==> src/rtl/iommu_hpm_pkg.sv <==
`default_nettype none
// ============================================================================
// Package     : iommu_hpm_pkg
// Description : Shared constants and helpers for the IOMMU HPM event filter.
//               Event IDs, event-vector width, tag widths, and the DID
//               compare helper with optional DMASK range matching.
// Revision    : 1.0 - initial release
// ============================================================================
package iommu_hpm_pkg;

  // Event-vector and tag widths
  localparam int unsigned N_EVENTS = 9;
  localparam int unsigned EVT_ID_W = 15;
  localparam int unsigned DID_W    = 24;
  localparam int unsigned PID_W    = 20;
  localparam int unsigned GSCID_W  = 16;
  localparam int unsigned PSCID_W  = 20;

  // Event IDs (index into the event pulse vector)
  localparam int unsigned UNTRANS_REQ = 1;
  localparam int unsigned TRANS_REQ   = 2;
  localparam int unsigned ATS_REQ     = 3;
  localparam int unsigned TLB_MISS    = 4;
  localparam int unsigned DDT_WALK    = 5;
  localparam int unsigned PDT_WALK    = 6;
  localparam int unsigned S1_PTW      = 7;
  localparam int unsigned G_PTW       = 8;

  // Implemented event bits; bit 0 (eventID 0) is never an event.
  localparam logic [N_EVENTS-1:0] EVT_IMPL_MASK = N_EVENTS'(
      (1 << UNTRANS_REQ) | (1 << TRANS_REQ) | (1 << ATS_REQ)  | (1 << TLB_MISS) |
      (1 << DDT_WALK)    | (1 << PDT_WALK)  | (1 << S1_PTW)   | (1 << G_PTW));

  // DID compare. With masking, the trailing ones of the reference plus the
  // next zero bit become don't-care, giving a naturally aligned range.
  function automatic logic did_match(input logic [DID_W-1:0] did,
                                     input logic [DID_W-1:0] ref_did,
                                     input logic             masked);
    logic [DID_W-1:0] m;
    m = masked ? (ref_did ^ (ref_did + DID_W'(1))) : '0;
    return ((did & ~m) == (ref_did & ~m));
  endfunction

endpackage
`default_nettype wire

==> src/rtl/iommu_hpm_evt_match.sv <==
`default_nettype none
// ============================================================================
// Module      : iommu_hpm_evt_match
// Description : Combinational matcher for one HPM counter. Selects the
//               programmed event from the stage-1 event vector and applies
//               the device / process (or GSCID / PSCID) filters.
// Optional    : IOMMU_HPM_DMASK_EN enables DMASK range matching on DID.
// Ports       : ev_i, did_i, pid_i, pv_i, gscid_i, gscv_i, pscid_i, pscv_i
//                 - stage-1 event vector and transaction tags
//               evt_*_i - this counter's iohpmevt fields
//               match_o - event hit and all enabled filters pass
// Revision    : 1.0 - initial release
// ============================================================================
module iommu_hpm_evt_match
  import iommu_hpm_pkg::*;
(
  input  logic [N_EVENTS-1:0] ev_i,
  input  logic [DID_W-1:0]    did_i,
  input  logic [PID_W-1:0]    pid_i,
  input  logic                pv_i,
  input  logic [GSCID_W-1:0]  gscid_i,
  input  logic                gscv_i,
  input  logic [PSCID_W-1:0]  pscid_i,
  input  logic                pscv_i,
  input  logic [EVT_ID_W-1:0] evt_id_i,
  input  logic                evt_dmask_i,
  input  logic [PID_W-1:0]    evt_pid_pscid_i,
  input  logic [DID_W-1:0]    evt_did_gscid_i,
  input  logic                evt_pv_pscv_i,
  input  logic                evt_dv_gscv_i,
  input  logic                evt_idt_i,
  output logic                match_o
);

  localparam int unsigned IDX_W = $clog2(N_EVENTS);
  localparam int unsigned EXT_W = 1 << IDX_W;

  logic [EXT_W-1:0] w_ev_ext;
  logic             w_id_in_range;
  logic             w_hit;
  logic             w_use_mask;
  logic             w_dv_ok;
  logic             w_pv_ok;

  // Pad the event vector to a power of two so the low eventID bits can
  // index it directly; the range check rejects IDs that alias into padding.
  assign w_ev_ext      = {{(EXT_W - N_EVENTS){1'b0}}, ev_i};
  assign w_id_in_range = (evt_id_i != '0) && (evt_id_i < EVT_ID_W'(N_EVENTS));
  assign w_hit         = w_id_in_range & w_ev_ext[evt_id_i[IDX_W-1:0]];

`ifdef IOMMU_HPM_DMASK_EN
  // DMASK only applies to device-ID compares (IDT=0).
  assign w_use_mask = evt_dmask_i & ~evt_idt_i;
`else
  logic unused_dmask;
  assign unused_dmask = evt_dmask_i;
  assign w_use_mask   = 1'b0;
`endif

  always_comb begin
    w_dv_ok = 1'b1;
    w_pv_ok = 1'b1;
    if (evt_idt_i) begin
      if (evt_dv_gscv_i) w_dv_ok = gscv_i & (gscid_i == evt_did_gscid_i[GSCID_W-1:0]);
      if (evt_pv_pscv_i) w_pv_ok = pscv_i & (pscid_i == evt_pid_pscid_i);
    end else begin
      if (evt_dv_gscv_i) w_dv_ok = did_match(did_i, evt_did_gscid_i, w_use_mask);
      if (evt_pv_pscv_i) w_pv_ok = pv_i & (pid_i == evt_pid_pscid_i);
    end
  end

  assign match_o = w_hit & w_dv_ok & w_pv_ok;

endmodule
`default_nettype wire

==> src/rtl/iommu_hpm_evt_filter.sv <==
`default_nettype none
// ============================================================================
// Module      : iommu_hpm_evt_filter
// Description : Event qualification stage in front of the IOMMU HPM counter
//               bank. Stage 1 registers raw events and tags; stage 2 matches
//               them against live iohpmevt programming and iocountinh, and
//               registers one increment pulse per counter (2-cycle latency).
// Optional    : IOMMU_HPM_DMASK_EN enables DMASK range matching on DID.
// Ports       : clk_i, rst_i (async, active-high)
//               ev_i, did_i, pid_i, pv_i, gscid_i, gscv_i, pscid_i, pscv_i
//                 - event pulses and transaction tags
//               evt_*_i - per-counter iohpmevt fields, packed by counter
//               cnt_inh_i - per-counter inhibit
//               inc_o   - per-counter increment pulse
// Revision    : 1.0 - initial release
// ============================================================================
module iommu_hpm_evt_filter
  import iommu_hpm_pkg::*;
#(
  parameter int unsigned N_IOHPMCTR = 8
) (
  input  logic                           clk_i,
  input  logic                           rst_i,
  input  logic [N_EVENTS-1:0]            ev_i,
  input  logic [DID_W-1:0]               did_i,
  input  logic [PID_W-1:0]               pid_i,
  input  logic                           pv_i,
  input  logic [GSCID_W-1:0]             gscid_i,
  input  logic                           gscv_i,
  input  logic [PSCID_W-1:0]             pscid_i,
  input  logic                           pscv_i,
  input  logic [N_IOHPMCTR*EVT_ID_W-1:0] evt_id_i,
  input  logic [N_IOHPMCTR-1:0]          evt_dmask_i,
  input  logic [N_IOHPMCTR*PID_W-1:0]    evt_pid_pscid_i,
  input  logic [N_IOHPMCTR*DID_W-1:0]    evt_did_gscid_i,
  input  logic [N_IOHPMCTR-1:0]          evt_pv_pscv_i,
  input  logic [N_IOHPMCTR-1:0]          evt_dv_gscv_i,
  input  logic [N_IOHPMCTR-1:0]          evt_idt_i,
  input  logic [N_IOHPMCTR-1:0]          cnt_inh_i,
  output logic [N_IOHPMCTR-1:0]          inc_o
);

  // Stage 1: unqualified capture of events and tags
  logic [N_EVENTS-1:0] ev_q;
  logic [DID_W-1:0]    did_q;
  logic [PID_W-1:0]    pid_q;
  logic                pv_q;
  logic [GSCID_W-1:0]  gscid_q;
  logic                gscv_q;
  logic [PSCID_W-1:0]  pscid_q;
  logic                pscv_q;

  // Stage 2
  logic [N_IOHPMCTR-1:0] w_match;
  logic [N_IOHPMCTR-1:0] inc_d;
  logic [N_IOHPMCTR-1:0] inc_q;

  always_ff @(posedge clk_i or posedge rst_i) begin
    if (rst_i) begin
      ev_q    <= '0;
      did_q   <= '0;
      pid_q   <= '0;
      pv_q    <= 1'b0;
      gscid_q <= '0;
      gscv_q  <= 1'b0;
      pscid_q <= '0;
      pscv_q  <= 1'b0;
    end else begin
      // Bit 0 has no event behind it and is dropped here.
      ev_q    <= ev_i & EVT_IMPL_MASK;
      did_q   <= did_i;
      pid_q   <= pid_i;
      pv_q    <= pv_i;
      gscid_q <= gscid_i;
      gscv_q  <= gscv_i;
      pscid_q <= pscid_i;
      pscv_q  <= pscv_i;
    end
  end

  generate
    for (genvar k = 0; k < int'(N_IOHPMCTR); k++) begin : g_ctr
      iommu_hpm_evt_match u_match (
        .ev_i            (ev_q),
        .did_i           (did_q),
        .pid_i           (pid_q),
        .pv_i            (pv_q),
        .gscid_i         (gscid_q),
        .gscv_i          (gscv_q),
        .pscid_i         (pscid_q),
        .pscv_i          (pscv_q),
        .evt_id_i        (evt_id_i[k*EVT_ID_W +: EVT_ID_W]),
        .evt_dmask_i     (evt_dmask_i[k]),
        .evt_pid_pscid_i (evt_pid_pscid_i[k*PID_W +: PID_W]),
        .evt_did_gscid_i (evt_did_gscid_i[k*DID_W +: DID_W]),
        .evt_pv_pscv_i   (evt_pv_pscv_i[k]),
        .evt_dv_gscv_i   (evt_dv_gscv_i[k]),
        .evt_idt_i       (evt_idt_i[k]),
        .match_o         (w_match[k])
      );
    end
  endgenerate

  // Config and inhibit are taken live in S2, so a write in the same cycle
  // already governs the event currently held in S1.
  assign inc_d = w_match & ~cnt_inh_i;

  always_ff @(posedge clk_i or posedge rst_i) begin
    if (rst_i) inc_q <= '0;
    else       inc_q <= inc_d;
  end

  assign inc_o = inc_q;

endmodule
`default_nettype wire

==> config.mk <==
export PLATFORM = sky130hd
export DESIGN_NAME = iommu_hpm_evt_filter
export DESIGN_NICKNAME = d
export VERILOG_FILES = /design/src/rtl/iommu_hpm_pkg.sv /design/src/rtl/iommu_hpm_evt_match.sv /design/src/rtl/iommu_hpm_evt_filter.sv
export SDC_FILE = /design/constraint.sdc
export NUM_CORES = 1
export LEC_CHECK = 0
export ABC_AREA = 1
export BUFFER_PORTS_ARGS = -buffer_cell sky130_fd_sc_hd__buf_2
export CAP_MARGIN = 20
export CORE_AREA = 2 2 237 239
export CTS_BUF_LIST = sky130_fd_sc_hd__clkbuf_8
export DETAILED_ROUTE_END_ITERATION = 6
export DIE_AREA = 0 0 239 241
export MAX_ROUTING_LAYER = met4
export SYNTH_ARGS = -nofsm -noshare
export SYNTH_HDL_FRONTEND = slang
export SYNTH_SLANG_ARGS = --single-unit
export TNS_END_PERCENT = 30
==> constraint.sdc <==
create_clock -name clk_i -period 2.9 [get_ports clk_i]
set_input_delay 0.29 -clock clk_i [delete_from_list [all_inputs] [get_ports clk_i]]
set_output_delay 0.29 -clock clk_i [all_outputs]
set_load 0.005 [all_outputs]
==> results.md, run 1 <==
* Skew final at 0.0224 ns
* CTS sink count at 99
* Final Hold Viols at 0
* Period utilisation layout at 76.6%
* Cts bufs inserted at 9
* Crit-path cells: inv_1 > nand2_1 > nand2_1 > nor2_1 > nand2_1 > nor2_1 > nand2_1 > nor2_1 > o21ai_1 > nor2_1
* CTS clock-pin slew for the worst setup and hold paths at 0.13 ns
* Setup crit end kind: flop
* Total core area at 54900 um2
* Final min period at 2.22 ns
* # hold bufs at CTS at 92
* Number of global-route vias before repair at 18400
* Fraction of post-synthesis cell area in the top cell type by area at 25.5%
* Die area at 57600 um2
* Worst Setup SP: did_q[20]
* Setup Viol. Count Final at 0
* Mean number of vias per cell at 4.91
* VDD IR max at 0.232 mV
* Seq/Total Area, Yosys at 18.5%
* Synth area leaders: nand2_1 26%, dfrtp_1 18%, nor2_1 12%
* Critical Path End: inc_o[2]
* CP Launch Type: flop
* Final wirelength at 97300 um
* Die H at 241 um
* Row count at 86
* Clk buf depth at 2
* Worst R2R End: inc_o[2]
* Port bufs at 604
* Worst setup path class: reg -> reg
* Initial antenna violation count at 8
* Worst Tran Pin Value at 0.881 ns
* Setup TNS at 0 ns
* Mapped Avg Cell Area at 5.36 um2
* I/O pin cnt at 614
* Setup slack, reg-to-reg at 0.68 ns
* Number of synthesized register bits at 99
* M1 wire length at 38100 um
* Post-synthesis cell count at 2502
* EDFF count, synth at 0
* Largest net degree at the start of global routing at 62
* Post_cts resized at 0
* Post-synth ARST share at 100%
* Worst r2r src: did_q[20]
* Worst Path Arrival at 2.63 ns
* First-pass GRT wire length at 133000 um
* Drt wl/cell at 24.9 um
* Status: finished, final reports clean
* Die X-Extent at 239 um
* Max-cap violations at 0
* CP max stage delay at 0.82 ns
* Starting Density at 24.5%
* Area Overhead vs Synth at 37.3%
* Max-slew violations at 0
* H-Tree Depth at 3
* Pwr per Cell Area at 276 nW/um2
* Worst hold path type: in -> reg
* Synth warnings at 0
* Clock tree from TritonCTS: done
* Cell Area, Synth at 13400 um2
* Post CTS Setup Buffer Count at 0
* Top sig layer: met4
* Share of cells above drive strength 1 at 23.5%
* Final Power at 5.09 mW
* R2R cell count at 10
* # DRC at 0
* Most common cell in the netlist: nand2_1
* Later-pin clock latency in the skew report at 0.47 ns
* WL met2 at 44700 um
* Total GRT Usage at 33.9%
* RSZ-0062 raised after global routing: false
* Rel. slew slack at 41.3%
* DRT Pass-1 Iters at 5
* 1st-iter DRT viols at 1830
* DR WL met3 at 7860 um
* DRT antenna net count at 0
* Nets at 3793
* GRT overflow at 0
* Critical Path RT at 3.31 ns
* Max frequency at 450 MHz
* Post-synthesis cell type count at 37
* Crit Path Max Fanout at 8
* Yosys top cell by area: nand2_1
* Routability Congestion at 1.08
* Root Buffer: clkbuf_8
* Slowest stage cell, crit path: dfrtp_1
* Top FF cell, synth: dfrtp_1
* DP HPWL at 81700 um
* Post-synth top cells: 913 x nand2_1, 412 x nor2_1, 266 x inv_1
* Via Count at 19200
* Syn_nets at 3108
* Leakage at 10.0 nW
state kept, by name, indices dropped and copies added, names as in the netlist:
register,count
did_q,24
pid_q,20
pscid_q,20
gscid_q,16
ev_q,8
inc_o,8
gscv_q,1
pscv_q,1
pv_q,1
per-stage QoR:
stage / setup slack (ns) / cells / hold slack, ns / instance area [um2] / util [%]
6_report: 0.680 / 3905 / 0.112 / 18400 / 33.6
3_5_place_dp: 0.737 / 3788 / 0.162 / 17300 / 31.5
2_1_floorplan: 0.0196 / 2502 / 0.321 / 13400 / -
4_1_cts: 0.722 / 3896 / 0.0590 / 18400 / 33.5
3_3_place_gp: 0.763 / 3788 / 0.163 / 17300 / 31.5
5_1_grt: 0.569 / 3902 / 0.0966 / 18400 / 33.6
critical path, delay by kind of cell (launching register included):
kind                   cells  cell delay [ns]
and+or+nand+nor            8             0.98
DFF                        1             0.82
buffers and inverters      1             0.24
AOI/OAI and AO/OA          1             0.14
cell usage in the layout, fill, tap and decap left out, types with 17 or more instances in the layout:
cell type / count
nand2_1: 913
buf_2: 604
nor2_1: 412
inv_1: 265
o21ai_0: 161
xnor2_1: 111
dfrtp_1: 99
dlygate4sd3_1: 92
nand3_1: 91
xor2_1: 72
inv_2: 59
o21ai_1: 58
buf_4: 58
o22ai_1: 44
a21oi_1: 42
nor3_1: 24
o211ai_1: 18
nand4_1: 17
worst min-delay path by stage:
stage | cells past startpoint | startpoint | endpoint | slack, ns
finish | 4 | evt_id_i[92] | inc_o[6] | 0.11
global route | 4 | evt_id_i[92] | inc_o[6] | 0.1
CTS | 4 | evt_id_i[92] | inc_o[6] | 0.06
detailed placement | 2 | rst_i | inc_o[4] | 0.16
global placement | 2 | rst_i | inc_o[4] | 0.16
floorplan | 0 | did_i[0] | did_q[0] | 0.32
area by class of cell:
cell class	instances	area (um2)
fill	6384	36500
multi-input combinational	1996	9210
antenna	9	22.5
clock inverter	7	78.8
sequential	99	2480
inverter	326	1230
clock buffer	9	124
timing repair buffer	755	4400
tap	704	881
kinds of logic (layout without fill, tap and decap cells):
kind of cell / Yosys count / in the layout / share of synthesized area, %
simple gates: 1479 / 1479 / 43.3
buf+inv: 407 / 1097 / 12.9
compound gates: 334 / 334 / 13.4
xor+xnor: 183 / 183 / 11.9
flops: 99 / 99 / 18.5
other cells: 0 / 9 / 0
where the power goes:
part           internal [mW]  switching, mW  leakage [nW]
registers               1.44          0.171          1.17
logic                  0.930           1.49          8.76
clock network          0.343          0.706         0.102
total                   2.72           2.37          10.0
per-layer routing:
| layer | track usage, % | vias up |
|---|---|---|
| met5 | - | - |
| met4 | 20.5 | 0 |
| met3 | 5.04 | 275 |
| met2 | 54.9 | 1165 |
| met1 | 39.8 | 8650 |
| li1 | - | 9075 |
Note: power is estimated with default switching activity, not from simulation.
==> run 2: changes to the inputs <==
- clock period: 2.9 -> 1.92 ns (I/O delays scaled with it)
==> results.md, run 2 (synthesized netlist as in run 1, its figures left out) <==
* Status: finished, final reports clean (unchanged)
* H-Tree Depth at 3 (unchanged)
* Initial antenna violation count at 12 (was 8)
* Die area at 57600 um2 (unchanged)
* Area Overhead vs Synth at 45.7% (was 37.3%)
* Total core area at 54900 um2 (unchanged)
* Clock tree from TritonCTS: done (unchanged)
* Final Hold Viols at 0 (unchanged)
* Pwr per Cell Area at 405 nW/um2 (was 276 nW/um2)
* RSZ-0062 raised after global routing: false (unchanged)
* Leakage at 10.7 nW (was 10.0 nW)
* Worst setup path class: reg -> reg (unchanged)
* Drt wl/cell at 24.6 um (was 24.9 um)
* Commonest cells after routing, fill and taps aside: 913 x nand2_1, 604 x buf_2, 410 x nor2_1, 265 x inv_1, 161 x o21ai_0 (was 913 x nand2_1, 604 x buf_2, 412 x nor2_1, 265 x inv_1, 161 x o21ai_0)
* Max-cap violations at 0 (unchanged)
* Worst Tran Pin Value at 0.635 ns (was 0.881 ns)
* Total GRT Usage at 34.6% (was 33.9%)
* Multi-input logic area at 9220 um2 (was 9210 um2)
* Cell area after layout at 19600 um2 (was 18400 um2)
* Setup TNS at 0 ns (unchanged)
* Crit Path Max Fanout at 5 (was 8)
* Rel. slew slack at 57.7% (was 41.3%)
* Commonest non-fill, non-tap cell in the layout: nand2_1 (unchanged)
* First-pass GRT wire length at 135000 um (was 133000 um)
* Final hold slack at 0.0374 ns (was 0.112 ns)
* Sequential cell area at 2480 um2 (about the same)
* CTS clock-pin slew for the worst setup and hold paths at 0.14 ns (was 0.13 ns)
* Final min period at 1.83 ns (was 2.22 ns)
* Via Count at 19500 (was 19200)
* Largest net degree at the start of global routing at 100 (was 62)
* Top Registers: did_q x24, pid_q x20, pscid_q x20 (unchanged)
* Worst setup margin at 0.0866 ns (was 0.680 ns)
* Root Buffer: clkbuf_8 (unchanged)
* Period utilisation layout at 95.5% (was 76.6%)
* Starting Density at 24.5% (unchanged)
* DP HPWL at 85200 um (was 81700 um)
* 1st-iter DRT viols at 1723 (was 1830)
* Clk buf depth at 2 (unchanged)
* I/O pin cnt at 614 (unchanged)
* Worst Path Arrival at 2.26 ns (was 2.63 ns)
* Worst hold path type: in -> reg (unchanged)
* DP Worst Slack at 0.0757 ns (was 0.737 ns)
* Placed Area at 18400 um2 (was 17300 um2)
* Number of global-route vias before repair at 19000 (was 18400)
* DRT Pass-1 Iters at 5 (unchanged)
* Mean number of vias per cell at 4.84 (was 4.91)
* Largest reg by FF count: did_q (unchanged)
* CTS sink count at 99 (unchanged)
* Share of cells above drive strength 1 at 26.2% (was 23.5%)
* Skew final at 0.0334 ns (was 0.0224 ns)
* Final wirelength at 99300 um (was 97300 um)
* Routability Congestion at 1.07 (was 1.08)
* DRT antenna net count at 0 (unchanged)
* # fillers at 6355 (was 6384)
* Die X-Extent at 239 um (unchanged)
* VDD IR max at 0.307 mV (was 0.232 mV)
* Setup crit end kind: flop (unchanged)
* Largest register FFs at 24 (unchanged)
* Critical Path RT at 2.35 ns (was 3.31 ns)
* Port bufs at 604 (unchanged)
* Max-slew violations at 0 (unchanged)
* Max frequency at 545 MHz (was 450 MHz)
* Post CTS Setup Buffer Count at 0 (unchanged)
* GRT overflow at 0 (unchanged)
* Setup Viol. Count Final at 0 (unchanged)
* Nets at 3912 (was 3793)
* CP Launch Type: flop (unchanged)
* Row count at 86 (unchanged)
* Later-pin clock latency in the skew report at 0.48 ns (was 0.47 ns)
* # DRC at 0 (unchanged)
* Cts bufs inserted at 9 (unchanged)
* Die H at 241 um (unchanged)
==> run 2: metrics by stage <==
step	utilization, %	std cells	total power, mW
after floorplan	-	2502	4.01
after global placement	33.4	3903	6.18
after detailed placement	33.4	3903	6.14
after CTS	35.5	4015	7.92
after global routing	35.6	4026	8.37
final	35.6	4029	7.92
==> run 2: where the power goes <==
group | total [mW] | leakage [nW] | switching [mW] | internal (mW)
Clock | 1.56 | 0.0916 | 1.06 | 0.505
Sequential | 2.33 | 1.17 | 0.153 | 2.18
Combinational | 4.02 | 9.41 | 2.42 | 1.60
Total | 7.92 | 10.7 | 3.63 | 4.29
==> run 2: final timing paths <==
path                                  start         end  slack (ns)  depth (start not counted)
max reg2reg                       did_q[17]    inc_o[1]        0.09                         10
min                        evt_dv_gscv_i[4]    inc_o[4]        0.04                          4
max in group asynchronous             rst_i    did_q[4]        0.98                          4
min in group asynchronous             rst_i  pscid_q[4]        0.44                          4
min reg2reg                     pscid_q[10]    inc_o[6]        0.91                          5
max                               did_q[17]    inc_o[1]        0.09                         10
==> run 2: final cells by class <==
cell class                 instances  share of cell area (%)
multi-input combinational       1996                    47.2
tap                              704                    4.51
antenna                           14                   0.179
inverter                         326                    6.28
clock inverter                     7                   0.352
clock buffer                       9                   0.634
sequential                        99                    12.7
timing repair buffer             874                    28.2
==> run 2: critical path, stage by stage, from the launching register on <==
cell and delay, ns:
dfrtp_1 0.44, buf_4 0.18, xnor2_1 0.21, nand2_1 0.09
nor2_1 0.09, nand2_1 0.07, nor2_1 0.16, nand2_1 0.07
nand3_1 0.18, nand2_1 0.18, nor2_2 0.11
==> run 2: metal layers <==
layer / GRT usage [%] / routed length (um) / up-vias
met4: 19.3 / 6020 / 0
met2: 56.3 / 45700 / 1137
met5: - / 0 / -
met1: 40.5 / 39100 / 8796
li1: - / - / 9327
met3: 5.99 / 8450 / 256
==> run 2: timing repair <==
| action | 4_1_cts | 5_1_grt |
|---|---|---|
| endpoints found under the hold margin | 194 | 0 |
| resized for setup | 0 | 5 |
| hold buffers | 96 | 0 |
| setup endpoints to repair | 0 | 4 |
